[src/rtl/ctrl_mem_datos_pkg.sv]
// ctrl_mem_datos_pkg: shared definitions for the data-memory controller
// size codes, FSM states and ram geometry
package ctrl_mem_datos_pkg;

  localparam logic [1:0] TAM_BYTE    = 2'b00;
  localparam logic [1:0] TAM_MEDIA   = 2'b01;
  localparam logic [1:0] TAM_PALABRA = 2'b10;
  localparam logic [1:0] TAM_ILEGAL  = 2'b11;

  localparam int RAM_ANCHO_DIR = 9;
  localparam int RAM_PROF      = 1 << RAM_ANCHO_DIR;

  typedef enum logic [1:0] {
    REPOSO = 2'b00,
    ACCESO = 2'b01,
    DATO   = 2'b10,
    RESP   = 2'b11
  } estado_t;

  function automatic logic tam_invalido(
    input logic [1:0] tam,
    input logic [1:0] dir_lo
  );
    logic r;
    r = 1'b0;
    unique case (tam)
      TAM_BYTE:    r = 1'b0;
      TAM_MEDIA:   r = dir_lo[0];
      TAM_PALABRA: r = |dir_lo;
      default:     r = 1'b1;
    endcase
    return r;
  endfunction

endpackage

[src/rtl/ctrl_mem_datos_extrae_carga.sv]
// extrae_carga: picks the byte/half lane of a ram word
// and sign- or zero-extends it to 32 bits
module extrae_carga
  import ctrl_mem_datos_pkg::*;
(
  input  logic [31:0] palabra,
  input  logic [1:0]  dir_lo,
  input  logic [1:0]  tam,
  input  logic        sin_signo,
  output logic [31:0] dato
);

  logic [7:0]  byte_sel;
  logic [15:0] media_sel;

  // lane select and extension
  always_comb begin
    byte_sel  = palabra[7:0];
    media_sel = dir_lo[1] ? palabra[31:16] : palabra[15:0];
    unique case (dir_lo)
      2'd0: byte_sel = palabra[7:0];
      2'd1: byte_sel = palabra[15:8];
      2'd2: byte_sel = palabra[23:16];
      2'd3: byte_sel = palabra[31:24];
    endcase
    dato = palabra;
    unique case (tam)
      TAM_BYTE:
        dato = {{24{~sin_signo & byte_sel[7]}}, byte_sel};
      TAM_MEDIA:
        dato = {{16{~sin_signo & media_sel[15]}}, media_sel};
      default:
        dato = palabra;
    endcase
  end

endmodule

[src/rtl/ctrl_mem_datos.sv]
// ctrl_mem_datos: byte-addressed load/store front end for a
// word-only ram; sub-word stores are done as read-modify-write
module ctrl_mem_datos
  import ctrl_mem_datos_pkg::*;
#(
  parameter logic [31:0] DIR_BASE  = 32'h0000_0000,
  parameter int          ANCHO_DIR = RAM_ANCHO_DIR
) (
  input  logic                 clk,
  input  logic                 rst_n,
  input  logic                 cpu_valido,
  output logic                 cpu_listo,
  input  logic                 cpu_esc,
  input  logic [31:0]          cpu_dir,
  input  logic [1:0]           cpu_tam,
  input  logic                 cpu_sin_signo,
  input  logic [31:0]          cpu_dat_w,
  output logic                 cpu_fin,
  output logic                 cpu_error,
  output logic [31:0]          cpu_dat_r,
  output logic [ANCHO_DIR-1:0] dir_w,
  output logic                 hab_w,
  output logic [31:0]          dat_w,
  output logic [ANCHO_DIR-1:0] dir_r,
  output logic                 hab_r,
  input  logic [31:0]          dat_r
);

  localparam int AD = ANCHO_DIR + 2;
  localparam logic [31:0] MASC_ALTA =
    ~((32'd4 << ANCHO_DIR) - 32'd1);

  estado_t       estado_q, estado_d;
  logic          esc_q, esc_d;
  logic [AD-1:0] dir_q, dir_d;
  logic [1:0]    tam_q, tam_d;
  logic          sgn_q, sgn_d;
  logic [31:0]   dato_q, dato_d;
  logic          error_q, error_d;
  logic [31:0]   dat_r_q, dat_r_d;

  logic          fuera;
  logic          err_pet;
  logic [31:0]   carga;
  logic [31:0]   mezcla;

  extrae_carga u_extrae (
    .palabra   (dat_r),
    .dir_lo    (dir_q[1:0]),
    .tam       (tam_q),
    .sin_signo (sgn_q),
    .dato      (carga)
  );

  assign fuera   = |((cpu_dir ^ DIR_BASE) & MASC_ALTA);
  assign err_pet = fuera | tam_invalido(cpu_tam, cpu_dir[1:0]);

  // merge store data into the word read back from ram
  always_comb begin
    mezcla = dat_r;
    if (tam_q == TAM_BYTE) begin
      unique case (dir_q[1:0])
        2'd0: mezcla[7:0]   = dato_q[7:0];
        2'd1: mezcla[15:8]  = dato_q[7:0];
        2'd2: mezcla[23:16] = dato_q[7:0];
        2'd3: mezcla[31:24] = dato_q[7:0];
      endcase
    end else if (tam_q == TAM_MEDIA) begin
      if (dir_q[1])
        mezcla[31:16] = dato_q[15:0];
      else
        mezcla[15:0] = dato_q[15:0];
    end
  end

  // next state, request latch and ram strobes
  always_comb begin
    estado_d = estado_q;
    esc_d    = esc_q;
    dir_d    = dir_q;
    tam_d    = tam_q;
    sgn_d    = sgn_q;
    dato_d   = dato_q;
    error_d  = error_q;
    dat_r_d  = dat_r_q;
    hab_r    = 1'b0;
    hab_w    = 1'b0;
    unique case (estado_q)
      REPOSO: begin
        if (cpu_valido) begin
          esc_d    = cpu_esc;
          dir_d    = cpu_dir[AD-1:0];
          tam_d    = cpu_tam;
          sgn_d    = cpu_sin_signo;
          dato_d   = cpu_dat_w;
          error_d  = err_pet;
          estado_d = err_pet ? RESP : ACCESO;
        end
      end
      ACCESO: begin
        if (esc_q && tam_q == TAM_PALABRA) begin
          hab_w    = 1'b1;
          estado_d = RESP;
        end else begin
          hab_r    = 1'b1;
          estado_d = DATO;
        end
      end
      DATO: begin
        if (esc_q)
          hab_w = 1'b1;
        else
          dat_r_d = carga;
        estado_d = RESP;
      end
      RESP: estado_d = REPOSO;
      default: estado_d = REPOSO;
    endcase
  end

  // state and latched request registers
  always_ff @(posedge clk or negedge rst_n) begin
    if (!rst_n) begin
      estado_q <= REPOSO;
      esc_q    <= 1'b0;
      dir_q    <= '0;
      tam_q    <= TAM_BYTE;
      sgn_q    <= 1'b0;
      dato_q   <= '0;
      error_q  <= 1'b0;
      dat_r_q  <= '0;
    end else begin
      estado_q <= estado_d;
      esc_q    <= esc_d;
      dir_q    <= dir_d;
      tam_q    <= tam_d;
      sgn_q    <= sgn_d;
      dato_q   <= dato_d;
      error_q  <= error_d;
      dat_r_q  <= dat_r_d;
    end
  end

  assign cpu_listo = (estado_q == REPOSO);
  assign cpu_fin   = (estado_q == RESP);
  assign cpu_error = (estado_q == RESP) & error_q;
  assign cpu_dat_r = dat_r_q;
  assign dir_r     = dir_q[AD-1:2];
  assign dir_w     = dir_q[AD-1:2];
  assign dat_w     = (estado_q == DATO) ? mezcla : dato_q;

endmodule

[config.mk]
export PLATFORM = sky130hd
export DESIGN_NAME = ctrl_mem_datos
export DESIGN_NICKNAME = d
export VERILOG_FILES = /design/src/rtl/ctrl_mem_datos_pkg.sv /design/src/rtl/ctrl_mem_datos_extrae_carga.sv /design/src/rtl/ctrl_mem_datos.sv
export SDC_FILE = /design/constraint.sdc
export NUM_CORES = 1
export LEC_CHECK = 0
export CAP_MARGIN = 20
export CORE_MARGIN = 4
export CORE_UTILIZATION = 49
export DETAILED_ROUTE_END_ITERATION = 6
export HOLD_SLACK_MARGIN = 0.08
export MAX_ROUTING_LAYER = met4
export PLACE_DENSITY_LB_ADDON = 0.1
export REMOVE_ABC_BUFFERS = 1
export SLEW_MARGIN = 30
export SYNTH_ARGS = -nofsm -noshare
export SYNTH_HDL_FRONTEND = slang
export SYNTH_HIERARCHICAL = 1
export SYNTH_SLANG_ARGS = --single-unit
[constraint.sdc]
create_clock -name clk -period 4.55 [get_ports clk]
set_input_delay 1.1375 -clock clk [delete_from_list [all_inputs] [get_ports clk]]
set_output_delay 1.1375 -clock clk [all_outputs]
set_load 0.005 [all_outputs]
==> results.yml, run 1 <==
run:
  cap_violations: 0
clocking:
  insertion_delay_ns: 0.37
  cts-root-buf: "clkbuf_8"
  holdBufCountCts: 0
  post-cts-setup-buffers: 0
  cts_tree: "yes"
  htree_num_levels: 3
  cts_resized: 0
  cts_buffers: 9
  cts_max_path_buffers: 2
  path_clk_slew_ns: 0.08
  cts.sinks: 82
sta:
  rsz0062_at_grt: "false"
  worst_pin_slew_ns: 0.771
  slew-limit-headroom: 0.486
  fin_crit_sh: 0.875
  finalSetupTns_ns: 0
  slew_viol_final: 0
  skew_ns: 0.0160
  finalCriticalPeriod_ns: 3.98
  fmax_mhz: 251
  hold_violations: 0
  setup_viol: 0
logic_synthesis:
  synthArstFlopShare: 1.00
  synth_common_cells: "86 x mux2_2, 82 x dfrtp_1, 43 x nor2_1"
  syn_area_um2: 5200
  synth_edf_count: 0
  syn_area_per_cell_um2: 10.6
  post-synth-top-count-cell: "mux2_2"
  synth_top_area_frac: 0.394
  synth_area_leaders: "dfrtp_1 39%, mux2_2 19%, buf_4 3.3%"
  synth_warnings: 6
  syn_inst: 490
  synth_top_area_cell: "dfrtp_1"
  ys_ff_latch: 82
  seq_area_frac_synth: 0.394
  yosysUniqueCellTypes: 41
  synthFlopType: "dfrtp_1"
finish:
  areaGrowthSynthToFinish_pct: 38.6
  stdcell_count: 785
  nNetsFinal: 751
  diodes: 0
  fillerInstances: 783
  drive_gt1_frac: 0.211
pwr:
  p_int_mw: 3.25
  net-switching-power_mw: 1.94
  p_leak_nw: 2.97
  ir_drop_mv: 0.467
  total_power_mw: 5.19
  clock_power_share: 0.122
  p_comb_frac: 0.601
  pwr-share-seq: 0.277
  switching_share: 0.373
  powerDensity_nw_per_um2: 719
route:
  via_per_inst: 5.76
  drt_iter0_drc: 275
  totalWireLength_mm: 15.5
  firstDrtPassIters: 6
  wl_per_cell_um: 19.8
  ant_nets: 0
  drc_errors: 0
  vias: 4524
critical_path:
  path_class: "in2out"
  worstPathCellList: "clkdlybuf4s50_1 -> o22a_1 -> nor2_1 -> o32ai_1 -> clkdlybuf4s50_1"
  critPathBufInv: 2
  rr_endpoint: "cpu_dat_r[24]$_DFFE_PN0P_"
  r2r_start: "tam_q[1]$_DFFE_PN0P_"
  cpMostUsedCell: "clkdlybuf4s50_1"
  critPathRequiredTime_ns: 3.41
  cp_max_fo: 6
  critPathSlowestCell: "clkdlybuf4s50_1"
  path_depth: 5
  reg2reg_depth: 6
  endpoint: "dat_w[29]"
  cp-startpoint: "dat_r[29]"
  end_kind: "primary output"
  startpoint_type: "input port"
  slowest_delay_ns: 0.63
  r2r_slack_ns: 1.54
  critPathArrivalTime_ns: 2.84
  crit_family: "buffers and inverters"
floorplan:
  die_height_um: 111
  core_um2: 10300
  start_util: 0.504
  die_area_um2: 12300
  io_pins: 190
  die_w_um: 111
  fp-row-count: 37
global_route:
  grt_util_all_layers: 0.256
  grt_busiest_layer: "met2"
  antenna_found_initial: 0
  grt_pass1_wl_mm: 24.8
  grt_use_met2: 0.417
  grtUsageMet3: 0.0600
  grt_remaining_overflow: 0
  grt_max_degree: 53
  grt_pass1_vias: 4629
  use_met1: 0.314
placed_design:
  gp_congestion: 0.846
  hpwl_mm: 11.6
  io_buffers: 189
  dp.cells: 769
min_path:
  min_path_type: "reg2reg"
run_status:
  status: "completed"
logic make-up after synthesis:
| group | after synthesis | share of synthesized area |
|---|---|---|
| and+or+nand+nor | 114 | 0.105 |
| DFF | 82 | 0.394 |
| AOI/OAI and AO/OA | 114 | 0.169 |
| adders and majority gates | 4 | 0.00962 |
| buffers and inverters | 71 | 0.0817 |
| muxes | 105 | 0.240 |
power groups by stage:
| stage | clock (mW) | sequential (mW) | combinational (mW) |
|---|---|---|---|
| floorplan | 0 | 1.43 | 1.57 |
| global placement | 0 | 1.43 | 3.04 |
| detailed placement | 0 | 1.45 | 3.11 |
| CTS | 0.652 | 1.43 | 3.13 |
| global route | 0.685 | 1.49 | 3.37 |
| finish | 0.633 | 1.44 | 3.12 |
sequential cells by signal (all words and copies together) (netlist names):
signal / cells
sgn_q: 1
error_q: 1
dato_q: 32
tam_q: 2
estado_q: 2
dir_q: 11
cpu_dat_r: 32
esc_q: 1
worst min-delay path, stage by stage (launching register included):
cell and delay (ns):
dfrtp_1 0.34, nand2_1 0.04, o21ai_0 0.07
final cells by class:
cell class / count / area, µm² / share of cell area
flip-flops and latches: 82 / 2050 / 0.285
inverters: 15 / 56.3 / 0.00780
repair buffers: 199 / 1960 / 0.272
clock buffers: 11 / 131 / 0.0182
clock inverters: 5 / 103 / 0.0142
well taps: 136 / 170 / 0.0236
multi-input cells: 337 / 2740 / 0.379
layer usage:
layer	share of wire	wire [µm]	up-vias
met4	0.022	338	0
met2	0.49	7630	194
met3	0.076	1180	29
met5	0	0	-
li1	-	-	2083
met1	0.41	6380	2218
layout by cell type, fill, tap and decap left out, types with 9 or more instances in the layout:
cell type / instances
clkdlybuf4s50_1: 188
mux2_2: 86
a21oi_1: 18
a211oi_1: 15
dfrtp_1: 81
nand2_1: 32
clkbuf_8: 9
o211ai_2: 10
inv_1: 14
nor2b_1: 17
buf_4: 11
a22o_1: 16
o221ai_1: 9
nor2_1: 43
o21ai_0: 10
mux2i_1: 9
stage by stage:
step | worst slack (ns) | cell area [µm²] | hold slack, ns | utilization
2_1_floorplan | 1.15 | 4840 | 0.442 | -
3_3_place_gp | 0.621 | 6980 | 0.460 | 0.676
3_5_place_dp | 0.580 | 6980 | 0.471 | 0.676
4_1_cts | 0.568 | 7220 | 0.489 | 0.699
5_1_grt | 0.432 | 7220 | 0.515 | 0.699
6_report | 0.571 | 7220 | 0.490 | 0.699
how the worst min path moves through the flow:
stage / cells past startpoint / start / endpoint
after global routing: 1 / cpu_dat_r[6]$_DFFE_PN0P_ / cpu_dat_r[6]$_DFFE_PN0P_
after CTS: 2 / error_q$_DFFE_PN0P_ / error_q$_DFFE_PN0P_
after detailed placement: 2 / error_q$_DFFE_PN0P_ / error_q$_DFFE_PN0P_
after floorplan: 2 / error_q$_DFFE_PN0P_ / error_q$_DFFE_PN0P_
after global placement: 2 / error_q$_DFFE_PN0P_ / error_q$_DFFE_PN0P_
final: 2 / error_q$_DFFE_PN0P_ / error_q$_DFFE_PN0P_
No activity file was read; power rests on OpenSTA's default activity.
==> inputs of run 2 (changes only) <==
--- a/config.mk
+++ b/config.mk
@@ -12,7 +12,6 @@
 export HOLD_SLACK_MARGIN = 0.08
 export MAX_ROUTING_LAYER = met4
 export PLACE_DENSITY_LB_ADDON = 0.1
-export REMOVE_ABC_BUFFERS = 1
 export SLEW_MARGIN = 30
 export SYNTH_ARGS = -nofsm -noshare
 export SYNTH_HDL_FRONTEND = slang
==> run 2 against run 1 <==
Clock power grew 3.6%. Cell count stayed put. Register-to-register slack better by 0.17 ns. Clock-buffer cell count fell by 1. First-iteration DRC count rose by 29%. Clock skew decreased by 0.0074 ns. Core utilization rose by 0.18 points. Die area is the same. Routed wire length grew 4.1%. Maximum frequency is 3.3% lower. Via count rose by 1.1%.
==> results.yml, run 2 (same netlist as run 1, synthesis figures left out) <==
critical_path:
  critPathSlowestCell: "clkdlybuf4s50_1"
  path_class: "in2out"
  end_kind: "primary output"
  startpoint_type: "input port"
  cpMostUsedCell: "clkdlybuf4s50_1"
  critPathRequiredTime_ns: 3.41
  slowest_delay_ns: 0.72
  worstPathCellList: "clkdlybuf4s50_1 -> o22a_1 -> nor2_1 -> o32ai_1 -> clkdlybuf4s50_1"
  cp_max_fo: 6
  critPathArrivalTime_ns: 2.98
clocking:
  cts_tree: "yes"
  cts_buffers: 9
  cts_max_path_buffers: 2
  cts_resized: 0
  cts-root-buf: "clkbuf_8"
  path_clk_slew_ns: 0.08
  htree_num_levels: 3
  holdBufCountCts: 0
  cts.sinks: 82
  insertion_delay_ns: 0.36
  post-cts-setup-buffers: 0
sta:
  worst_pin_slew_ns: 0.803
  fmax_mhz: 243
  holdWs_ns: 0.495
  slew_viol_final: 0
  rsz0062_at_grt: "false"
  setup_viol: 0
  skew_ns: 0.00859
  slew-limit-headroom: 0.465
  finalCriticalPeriod_ns: 4.11
  finalSetupTns_ns: 0
  hold_violations: 0
  fin_crit_sh: 0.904
  setup_ws_ns: 0.435
global_route:
  antenna_found_initial: 0
  grt_remaining_overflow: 0
  grt_pass1_wl_mm: 25.1
  grt_util_all_layers: 0.264
  grt_max_degree: 83
  grt_pass1_vias: 4551
route:
  vias: 4574
  drt_iter0_drc: 354
  ant_nets: 0
  via_per_inst: 5.83
  totalWireLength_mm: 16.2
  wl_per_cell_um: 20.6
  drc_errors: 0
  firstDrtPassIters: 5
logic_synthesis:
  syn_nets: 597
placed_design:
  dpl_worst_slack_ns: 0.506
  dp.cells: 769
  io_buffers: 189
  hpwl_mm: 12.1
  gp_congestion: 0.919
  placed_area_um2: 6980
finish:
  drive_gt1_frac: 0.213
  fillerInstances: 788
  stdcell_count: 785
  final_common_cell: "clkdlybuf4s50_1"
  layout_common_cells: "188 x clkdlybuf4s50_1, 86 x mux2_2, 82 x dfrtp_1"
  diodes: 0
  nNetsFinal: 751
  areaGrowthSynthToFinish_pct: 39.0
  fin_util: 0.701
  design_area_um2: 7230
floorplan:
  die_height_um: 111
  fp-row-count: 37
  core_um2: 10300
  die_w_um: 111
  io_pins: 190
  start_util: 0.504
  die_area_um2: 12300
pwr:
  total_power_mw: 5.22
  powerDensity_nw_per_um2: 722
  ir_drop_mv: 0.404
  p_leak_nw: 2.98
min_path:
  min_path_type: "reg2reg"
run_status:
  status: "completed"
run:
  cap_violations: 0
run 2: changes by cell type in the layout (fill, tap and decap cells not counted), sizes merged:
cell	before	now
clkbuf	11	10
clkinvlp	1	0
clkinv	2	3
inv	14	15
run 2: worst max-delay path, delay by kind of cell:
family          cells  cell delay, ns
simple gates        1            0.04
compound gates      2            0.49
buf+inv             2            1.30
run 2: power by group:
part	switching, mW	leakage [nW]	internal [mW]
registers	0.312	0.987	1.09
logic	1.37	1.87	1.79
clock network	0.275	0.127	0.381
total	1.95	2.98	3.27
run 2: worst paths after layout:
kind	from	end	slack, ns	cells past startpoint
setup / recovery	dat_r[25]	dat_w[25]	0.44	5
min in group asynchronous	rst_n	cpu_dat_r[26]$_DFFE_PN0P_	0.81	1
max in group asynchronous	rst_n	cpu_dat_r[17]$_DFFE_PN0P_	3.23	1
hold / removal	error_q$_DFFE_PN0P_	error_q$_DFFE_PN0P_	0.50	2
hold reg to reg	error_q$_DFFE_PN0P_	error_q$_DFFE_PN0P_	0.50	2
setup reg to reg	tam_q[1]$_DFFE_PN0P_	cpu_dat_r[25]$_DFFE_PN0P_	1.71	6
run 2: cell type report:
class                           instances  area, µm²  area share
Clock buffer                           10        138      0.0190
Tap cell                              136        170      0.0235
Multi-Input combinational cell        337       2740       0.378
Sequential cell                        82       2050       0.284
Timing Repair Buffer                  199       1970       0.272
Inverter                               15       56.3     0.00778
Clock inverter                          6        113      0.0156
run 2: layer usage:
metal	track usage	vias up	part of all wire
li1	-	2088	-
met1	0.343	2231	0.42
met2	0.415	232	0.48
met3	0.0600	23	0.078
met4	0.0795	0	0.018
met5	-	-	0
==> inputs of run 3 (changes only) <==
--- a/config.mk
+++ b/config.mk
@@ -9,7 +9,6 @@
 export CORE_MARGIN = 4
 export CORE_UTILIZATION = 49
 export DETAILED_ROUTE_END_ITERATION = 6
-export HOLD_SLACK_MARGIN = 0.08
 export MAX_ROUTING_LAYER = met4
 export PLACE_DENSITY_LB_ADDON = 0.1
 export SLEW_MARGIN = 30
==> results of run 3 <==
Final layout, timing and power as in run 2 (identical DEF).
